**src/rtl/f_wb_pkg.sv**
```systemverilog
// Shared types for the FP write-back scheduler: result-buffer state, flag vector
// and register index, plus the sticky-flag accrual helper.
package f_wb_pkg;

  localparam int FLAG_W    = 5;
  localparam int DATA_W    = 32;
  localparam int REG_IDX_W = 5;

  typedef enum logic {
    EMPTY = 1'b0,
    HELD  = 1'b1
  } buf_state_t;

  typedef logic [FLAG_W-1:0]    flags_t;
  typedef logic [REG_IDX_W-1:0] reg_idx_t;

  // Clear is applied before the OR so flags arriving with a clear survive.
  function automatic flags_t accrue_flags(input flags_t cur, input logic clr,
                                          input logic upd, input flags_t add);
    accrue_flags = (clr ? '0 : cur) | (upd ? add : '0);
  endfunction

endpackage

```
**src/rtl/f_scoreboard.sv**
```systemverilog
// Pending-write scoreboard for the FP register file: one busy bit per register,
// set on issue, cleared on FPU write-back, with combinational read-port lookups.
module f_scoreboard
  import f_wb_pkg::*;
#(
  parameter int NUM_REGS = 32,
  localparam int RW      = $clog2(NUM_REGS)
) (
  input  logic                clk,
  input  logic                rst,
  input  logic                set_en,
  input  logic [RW-1:0]       set_idx,
  input  logic                clr_en,
  input  logic [RW-1:0]       clr_idx,
  input  logic [RW-1:0]       rs1,
  input  logic [RW-1:0]       rs2,
  output logic [NUM_REGS-1:0] busy,
  output logic                rs1_busy,
  output logic                rs2_busy
);

  logic [NUM_REGS-1:0] busy_n;

  // Set is applied after clear so a same-index collision leaves the bit set.
  always_comb begin
    busy_n = busy;
    if (clr_en) busy_n[clr_idx] = 1'b0;
    if (set_en) busy_n[set_idx] = 1'b1;
  end

  always_ff @(posedge clk or posedge rst) begin
    if (rst) busy <= '0;
    else     busy <= busy_n;
  end

  assign rs1_busy = busy[rs1];
  assign rs2_busy = busy[rs2];

endmodule

```
**src/rtl/f_wb_scheduler.sv**
```systemverilog
// FP register-file write-back scheduler: loads win the write port, FPU results
// wait in a 1-entry buffer. Optional operand forwarding under FP_WB_FWD_EN.
module f_wb_scheduler
  import f_wb_pkg::*;
#(
  parameter int NUM_REGS = 32,
  localparam int RW      = $clog2(NUM_REGS)
) (
  input  logic                clk,
  input  logic                rst,
  input  logic                issue_valid,
  input  logic [RW-1:0]       issue_rd,
  output logic                issue_ready,
  input  logic                fpu_done,
  input  logic [RW-1:0]       fpu_rd,
  input  logic [DATA_W-1:0]   fpu_data,
  input  flags_t              fpu_flags,
  output logic                fpu_ready,
  input  logic                load_valid,
  input  logic [RW-1:0]       load_rd,
  input  logic [DATA_W-1:0]   load_data,
  output logic                rf_wen,
  output logic [RW-1:0]       rf_rd,
  output logic [DATA_W-1:0]   rf_wdata,
  input  logic [RW-1:0]       rs1,
  input  logic [RW-1:0]       rs2,
  output logic                rs1_busy,
  output logic                rs2_busy,
`ifdef FP_WB_FWD_EN
  output logic                rs1_fwd,
  output logic                rs2_fwd,
  output logic [DATA_W-1:0]   fwd_data,
`endif
  output logic [NUM_REGS-1:0] busy,
  input  logic                fflags_clr,
  output flags_t              fflags
);

  buf_state_t        state, state_n;
  logic              accept_fpu;
  logic              capture;
  logic [RW-1:0]     buf_rd;
  logic [DATA_W-1:0] buf_data;
  flags_t            buf_flags;

  logic              wen_n;
  logic              wr_fpu_n;
  logic [RW-1:0]     rd_n;
  logic [DATA_W-1:0] data_n;
  flags_t            wflags_n;
  logic              rf_fpu;
  logic              rs1_busy_raw, rs2_busy_raw;

  assign fpu_ready   = (state == EMPTY);
  assign accept_fpu  = fpu_done && fpu_ready;
  assign issue_ready = issue_valid && !busy[issue_rd];

  // Next state and write-port selection: load > buffered result > direct FPU.
  always_comb begin
    state_n  = state;
    capture  = 1'b0;
    wen_n    = 1'b0;
    wr_fpu_n = 1'b0;
    rd_n     = load_rd;
    data_n   = load_data;
    wflags_n = '0;

    case (state)
      EMPTY: begin
        if (accept_fpu && load_valid) begin
          state_n = HELD;
          capture = 1'b1;
        end
      end
      HELD: begin
        if (!load_valid) state_n = EMPTY;
      end
      default: state_n = EMPTY;
    endcase

    if (load_valid) begin
      wen_n = 1'b1;
    end else if (state == HELD) begin
      wen_n    = 1'b1;
      wr_fpu_n = 1'b1;
      rd_n     = buf_rd;
      data_n   = buf_data;
      wflags_n = buf_flags;
    end else if (accept_fpu) begin
      wen_n    = 1'b1;
      wr_fpu_n = 1'b1;
      rd_n     = fpu_rd;
      data_n   = fpu_data;
      wflags_n = fpu_flags;
    end
  end

  // Registered write port, buffer state and sticky flags.
  always_ff @(posedge clk or posedge rst) begin
    if (rst) begin
      state    <= EMPTY;
      rf_wen   <= 1'b0;
      rf_fpu   <= 1'b0;
      rf_rd    <= '0;
      rf_wdata <= '0;
      fflags   <= '0;
    end else begin
      state  <= state_n;
      rf_wen <= wen_n;
      rf_fpu <= wr_fpu_n;
      if (wen_n) begin
        rf_rd    <= rd_n;
        rf_wdata <= data_n;
      end
      fflags <= accrue_flags(fflags, fflags_clr, wr_fpu_n, wflags_n);
    end
  end

  // Buffer payload needs no reset: reset forces EMPTY, which discards it.
  always_ff @(posedge clk) begin
    if (capture) begin
      buf_rd    <= fpu_rd;
      buf_data  <= fpu_data;
      buf_flags <= fpu_flags;
    end
  end

  f_scoreboard #(
    .NUM_REGS (NUM_REGS)
  ) u_scoreboard (
    .clk      (clk),
    .rst      (rst),
    .set_en   (issue_ready),
    .set_idx  (issue_rd),
    .clr_en   (rf_wen && rf_fpu),
    .clr_idx  (rf_rd),
    .rs1      (rs1),
    .rs2      (rs2),
    .busy     (busy),
    .rs1_busy (rs1_busy_raw),
    .rs2_busy (rs2_busy_raw)
  );

`ifdef FP_WB_FWD_EN
  assign rs1_fwd  = rf_wen && (rf_rd == rs1);
  assign rs2_fwd  = rf_wen && (rf_rd == rs2);
  assign fwd_data = rf_wdata;
  assign rs1_busy = rs1_busy_raw && !rs1_fwd;
  assign rs2_busy = rs2_busy_raw && !rs2_fwd;
`else
  assign rs1_busy = rs1_busy_raw;
  assign rs2_busy = rs2_busy_raw;
`endif

  // The buffer cannot take a result while HELD; the FPU must honour fpu_ready.
  a_no_done_when_full: assert property (@(posedge clk) disable iff (rst)
    !(fpu_done && !fpu_ready));

endmodule

```
**config.mk**
```make
export PLATFORM = sky130hd
export DESIGN_NAME = f_wb_scheduler
export DESIGN_NICKNAME = d
export VERILOG_FILES = /design/src/rtl/f_wb_pkg.sv /design/src/rtl/f_scoreboard.sv /design/src/rtl/f_wb_scheduler.sv
export SDC_FILE = /design/constraint.sdc
export NUM_CORES = 1
export LEC_CHECK = 0
export BUFFER_PORTS_ARGS = -buffer_cell sky130_fd_sc_hd__buf_2
export CAP_MARGIN = 20
export CELL_PAD_IN_SITES_DETAIL_PLACEMENT = 0
export CELL_PAD_IN_SITES_GLOBAL_PLACEMENT = 1
export CORE_MARGIN = 2
export CORE_UTILIZATION = 36
export DETAILED_ROUTE_END_ITERATION = 16
export GPL_ROUTABILITY_DRIVEN = 1
export PLACE_DENSITY_LB_ADDON = 0.1
export SETUP_SLACK_MARGIN = 0.15
export SYNTH_ARGS = -nofsm -noshare
export SYNTH_HDL_FRONTEND = slang
export SYNTH_SLANG_ARGS = --single-unit
```
**constraint.sdc**
```tcl
create_clock -name clk -period 2.2 [get_ports clk]
set_clock_uncertainty 0.15 [all_clocks]
set_input_delay 0.11 -clock clk [delete_from_list [all_inputs] [get_ports clk]]
set_output_delay 0.11 -clock clk [all_outputs]
set_load 0.02 [all_outputs]
```
-- Word level (Yosys, flattened, before mapping)
Index checks and enable logic that the tools add are counted.
- $lt $le $gt $ge: 6
- mux-type cells: 31
- bitwise logic cells: 5
- reductions and logical operators: 7
- operators by type and width (operator ; count):
    $mux 32 ; 5
    $mux 5 ; 8
    $and 32x32->32 ; 1
    $not 32->32 ; 1
    $or 32x32->32 ; 1
    $lt 5x6->1 const B ; 4
    $bmux 1 s5 ; 3
    $mux 1 ; 12
    $demux 1 s5 ; 2
    $ge 5x1->1 const B ; 2
    $logic_and 1x1->1 ; 6
    $or 5x5->5 ; 1
    $pmux 1 s2 ; 1
    $logic_not 1->1 ; 1
    $not 1->1 ; 1
- register bits: 119
- input bits: 100
- output and inout port bits: 79
- logic and storage cells: 59

-- Depth between registers and ports, before layout
- depth in word-level cells: 9
- gate-level depth with buffers: 8
- gate-level depth less buffers: 5

-- By module
A second synthesis with hierarchy kept.
- cells, all modules: 570
- area total of the unflattened synthesis: 5918.2 µm²
- modules (own cells, without submodules) (module ; instances ; cells each ; area each (µm²) ; seq. area each (µm²)):
    f_wb_scheduler ; 1 ; 361 ; 3961.3 ; 2387.3
    f_scoreboard ; 1 ; 209 ; 1956.9 ; 800.8

-- Least setup slack after synthesis
No wires, ideal clock.
- path type: input -> register
- start point: in fpu_done
- end point: reg buf_data[0], enable pin
- arrival: 1.868 ns
- slack: -0.221 ns
- stages on the path: 4
- path buffers: 2
- cells stage by stage: clkbuf_1 buf_2 nor2b_1 and2_1
- longest elaborated chain between the ends: 4
- ends and longest elaborated chain (what ; line ; RTL):
    start, declared ; f_wb_scheduler.sv:14 ; input logic fpu_done,
    $logic_and 1x1->1 ; f_wb_scheduler.sv:55 ; assign accept_fpu = fpu_done && fpu_ready;
    $logic_and 1x1->1 ; f_wb_scheduler.sv:70 ; if (accept_fpu && load_valid) begin
    $mux 1 ; f_wb_scheduler.sv:70 ;
    $mux 1 ; f_wb_scheduler.sv:68 ; case (state)
    net capture ; f_wb_scheduler.sv:41 ; logic capture;
    end signal, assigned ; f_wb_scheduler.sv:123 ; buf_data <= fpu_data;
    end, declared ; f_wb_scheduler.sv:43 ; logic [DATA_W-1:0] buf_data;
The timed path passes the listed nets, and every way through them passes these cells.
A chain may end at the register's enable or synchronous reset.

-- Worst setup path in the final report
- start point: reg u_scoreboard.busy[9]
- end point: out rs2_busy
- longest elaborated chain between the ends: 2
- ends and longest elaborated chain (what ; line ; RTL):
    start, declared ; f_scoreboard.sv:17 ; output logic [NUM_REGS-1:0] busy,
    start signal, assigned ; f_scoreboard.sv:33 ; else busy <= busy_n;
    $bmux 1 s5 ; f_scoreboard.sv:37 ; assign rs2_busy = busy[rs2];
    $mux 1 (not written as such) ; f_scoreboard.sv:37 ;
    end, declared ; f_wb_scheduler.sv:28 ; output logic rs2_busy,
No other way between the ends. The select of a mux whose other input is x is not followed.

==> results.tsv <==
metric	value	unit
synth_async_sr_flop_share	64.7	%
hold_class	in -> reg	
post-route-min-period	2.46	ns
synth_seq_area_share	53.6	%
finalSetupViolCount	4	
violations	setup timing	
clock_sinks	119	
antenna_found_initial	0	
synth_nets	649	
crit_family	multiplexers	
die_area	17600	µm²
synth_warnings	0	
grt_max_degree	83	
p_total	8.07	mW
synth_top_area_cell	dfrtp_1	
final_cell_count_no_fill	1045	
vias	5447	
synth_top_area_share	32.4	%
start_kind	flip-flop	
synth_seq_cells	119	
start_util	37.2	%
crit_top_cell	mux4_2	
firstDrtPassIters	4	
synth_common_cells	o21ai_0 (87), dfrtp_1 (77), nand2_1 (71)	
cts_tree	built	
synth_cells	549	
syn_to_final_growth	48.6	%
endpoint_kind	primary output	
cts_root_buffer	clkbuf_16	
h-tree-depth	4	
ant_nets	0	
fin_area	8830	µm²
numPortBuffers	178	
track_usage	22.4	%
critPathSlowestCell	mux4_2	
nets	916	
p_per_area	914	nW/µm²
drc	0	
dpl_cell_area	7130	µm²
tightest_slew	0.714	ns
pre_cts_slack	0.0852	ns
cp_data_required_time	1.94	ns
leakagePower	3.72	nW
syn-cell-area	5940	µm²
status	complete, but fails checks	
ys.flop_type	dfrtp_1	
arrival	2.20	ns
drive_above_1_share	37.0	%
multi_input_area	2640	µm²
drv_slew	0	
place_congestion	0.859	
viasPerCell	5.21	
coreArea	16000	µm²
max_stage_delay	0.47	ns
crit_fanout	5	
grt_pass1_vias	5665	
dp_hpwl	12400	µm
hold_viol	0	
fmax	406	MHz
holdWs	0.125	ns
num_antenna_cells	0	
grt_pass1_wl	30700	µm
period_share	112	%
dp.cells	924	
slew_headroom	52.4	%
insertion_delay	0.41	ns
fill_cells	1458	
clk_pin_slew	0.06	ns
crit_chain	mux4_2, mux4_2, mux2_4, buf_6	
cp_num_buf_inv	1	
ios	179	
synth.most_common_cell	o21ai_0	
grt-ovfl-total	0	
vdd_drop_max	0.000511	V
syn_avg_cell_area	10.8	µm²
critPathKind	reg -> out	
regArea	3190	µm²
cap_violations	0	
wire_per_inst	18.3	µm
cts_buffers	17	
rsz0062_at_grt	yes	
drt_iter0_drc	258	
synthDistinctLibCells	39	
rows	46	
die_y	133	µm
synthTopCellsByArea	dfrtp_1 (32%), edfxtp_1 (21%), mux4_2 (8.7%)	
finalWorstSetupSlack	-0.260	ns
fp.dieW	133	µm
routed_wirelength	19100	µm
cts_buffer_depth	2	
synth-edff-count	42	
==> through the flow <==
| step | utilization (%) | TNS (ns) |
|---|---|---|
| floorplan | - | 0 |
| global placement | 44.6 | 0 |
| finish | 55.2 | -0.677 |
| CTS | 54.6 | -0.909 |
| global route | 55.2 | -1.17 |
| detailed placement | 44.6 | 0 |
==> cell families after synthesis <==
kind of cell	synth area share, %
flip-flops	53.6
AO/OA/AOI/OAI	14.2
multiplexers	17.1
AND/OR/NAND/NOR	11.0
buffers and inverters	4.08
==> cell type report <==
cell class / instances / share of cell area, %
Clock buffer: 28 / 6.57
Clock inverter: 4 / 0.567
Inverter: 9 / 0.425
Multi-Input combinational cell: 375 / 29.9
Sequential cell: 119 / 36.2
Tap cell: 216 / 3.06
Timing Repair Buffer: 294 / 23.3
==> where the power goes <==
part | leakage [nW] | total, mW | internal [mW] | switching [mW]
Clock | 0.304 | 2.89 | 1.91 | 0.985
Combinational | 2.15 | 2.24 | 1.05 | 1.19
Sequential | 1.27 | 2.94 | 2.62 | 0.322
Total | 3.72 | 8.07 | 5.57 | 2.50
==> routing by layer <==
metal	vias to the layer above	GRT usage (%)	share of wire, %
li1	2540	-	-
met1	2665	27.7	42
met2	208	37.7	50
met3	34	6.48	6.8
met4	0	7.41	1.8
met5	-	0	0
==> repair_timing <==
action,CTS,global route
gates resized for setup,26,39
endpoints found under the setup margin,11,36
cloned,1,0
hold endpoints to repair,161,0
hold buffers,81,0
setup buffers,7,0
pin swaps,2,1
==> tightest hold or removal path, cell delays in order <==
cell	delay (ns)
buf_2	0.20
nor3_1	0.07
buf_4	0.16
nand2_1	0.06
o21ai_1	0.05
==> path summary, 6_finish.rpt <==
| check | from | endpoint | slack (ns) | cells after the start |
|---|---|---|---|---|
| worst min register to register | fflags[2] | fflags[2] | 0.38 | 2 |
| worst max-delay path | u_scoreboard.busy[9] | rs2_busy | -0.26 | 4 |
| worst min-delay path | issue_rd[4] | u_scoreboard.busy[3] | 0.12 | 5 |
| max in group asynchronous | rst | state | 1.32 | 4 |
| min in group asynchronous | rst | u_scoreboard.busy[9] | 0.21 | 4 |
| worst max register to register | u_scoreboard.busy[15] | u_scoreboard.busy[4] | -0.01 | 8 |
==> registers in the layout, indices dropped and copies added (netlist names) <==
name / cells
buf_data: 32
rf_wdata: 32
u_scoreboard.busy: 32
buf_flags: 5
buf_rd: 5
fflags: 5
rf_rd: 5
rf_fpu: 1
rf_wen: 1
state: 1
==> cells in the final DEF (no fill, tap or decap), drive strengths merged, types with 3 or more instances in the layout <==
cell           n
a21oi         37
a22oi          6
and3b          3
buf          213
clkbuf        28
clkinvlp       3
dfrtp         77
dlygate4sd3   81
edfxtp        42
inv            8
mux2           8
mux2i         41
mux4          23
nand2         71
nand3          7
nand3b         4
nor2          44
nor2b          4
nor3b          3
o21ai         97
o22ai          6
o31ai          4
or3            3
(Power assumes the default switching activity.)
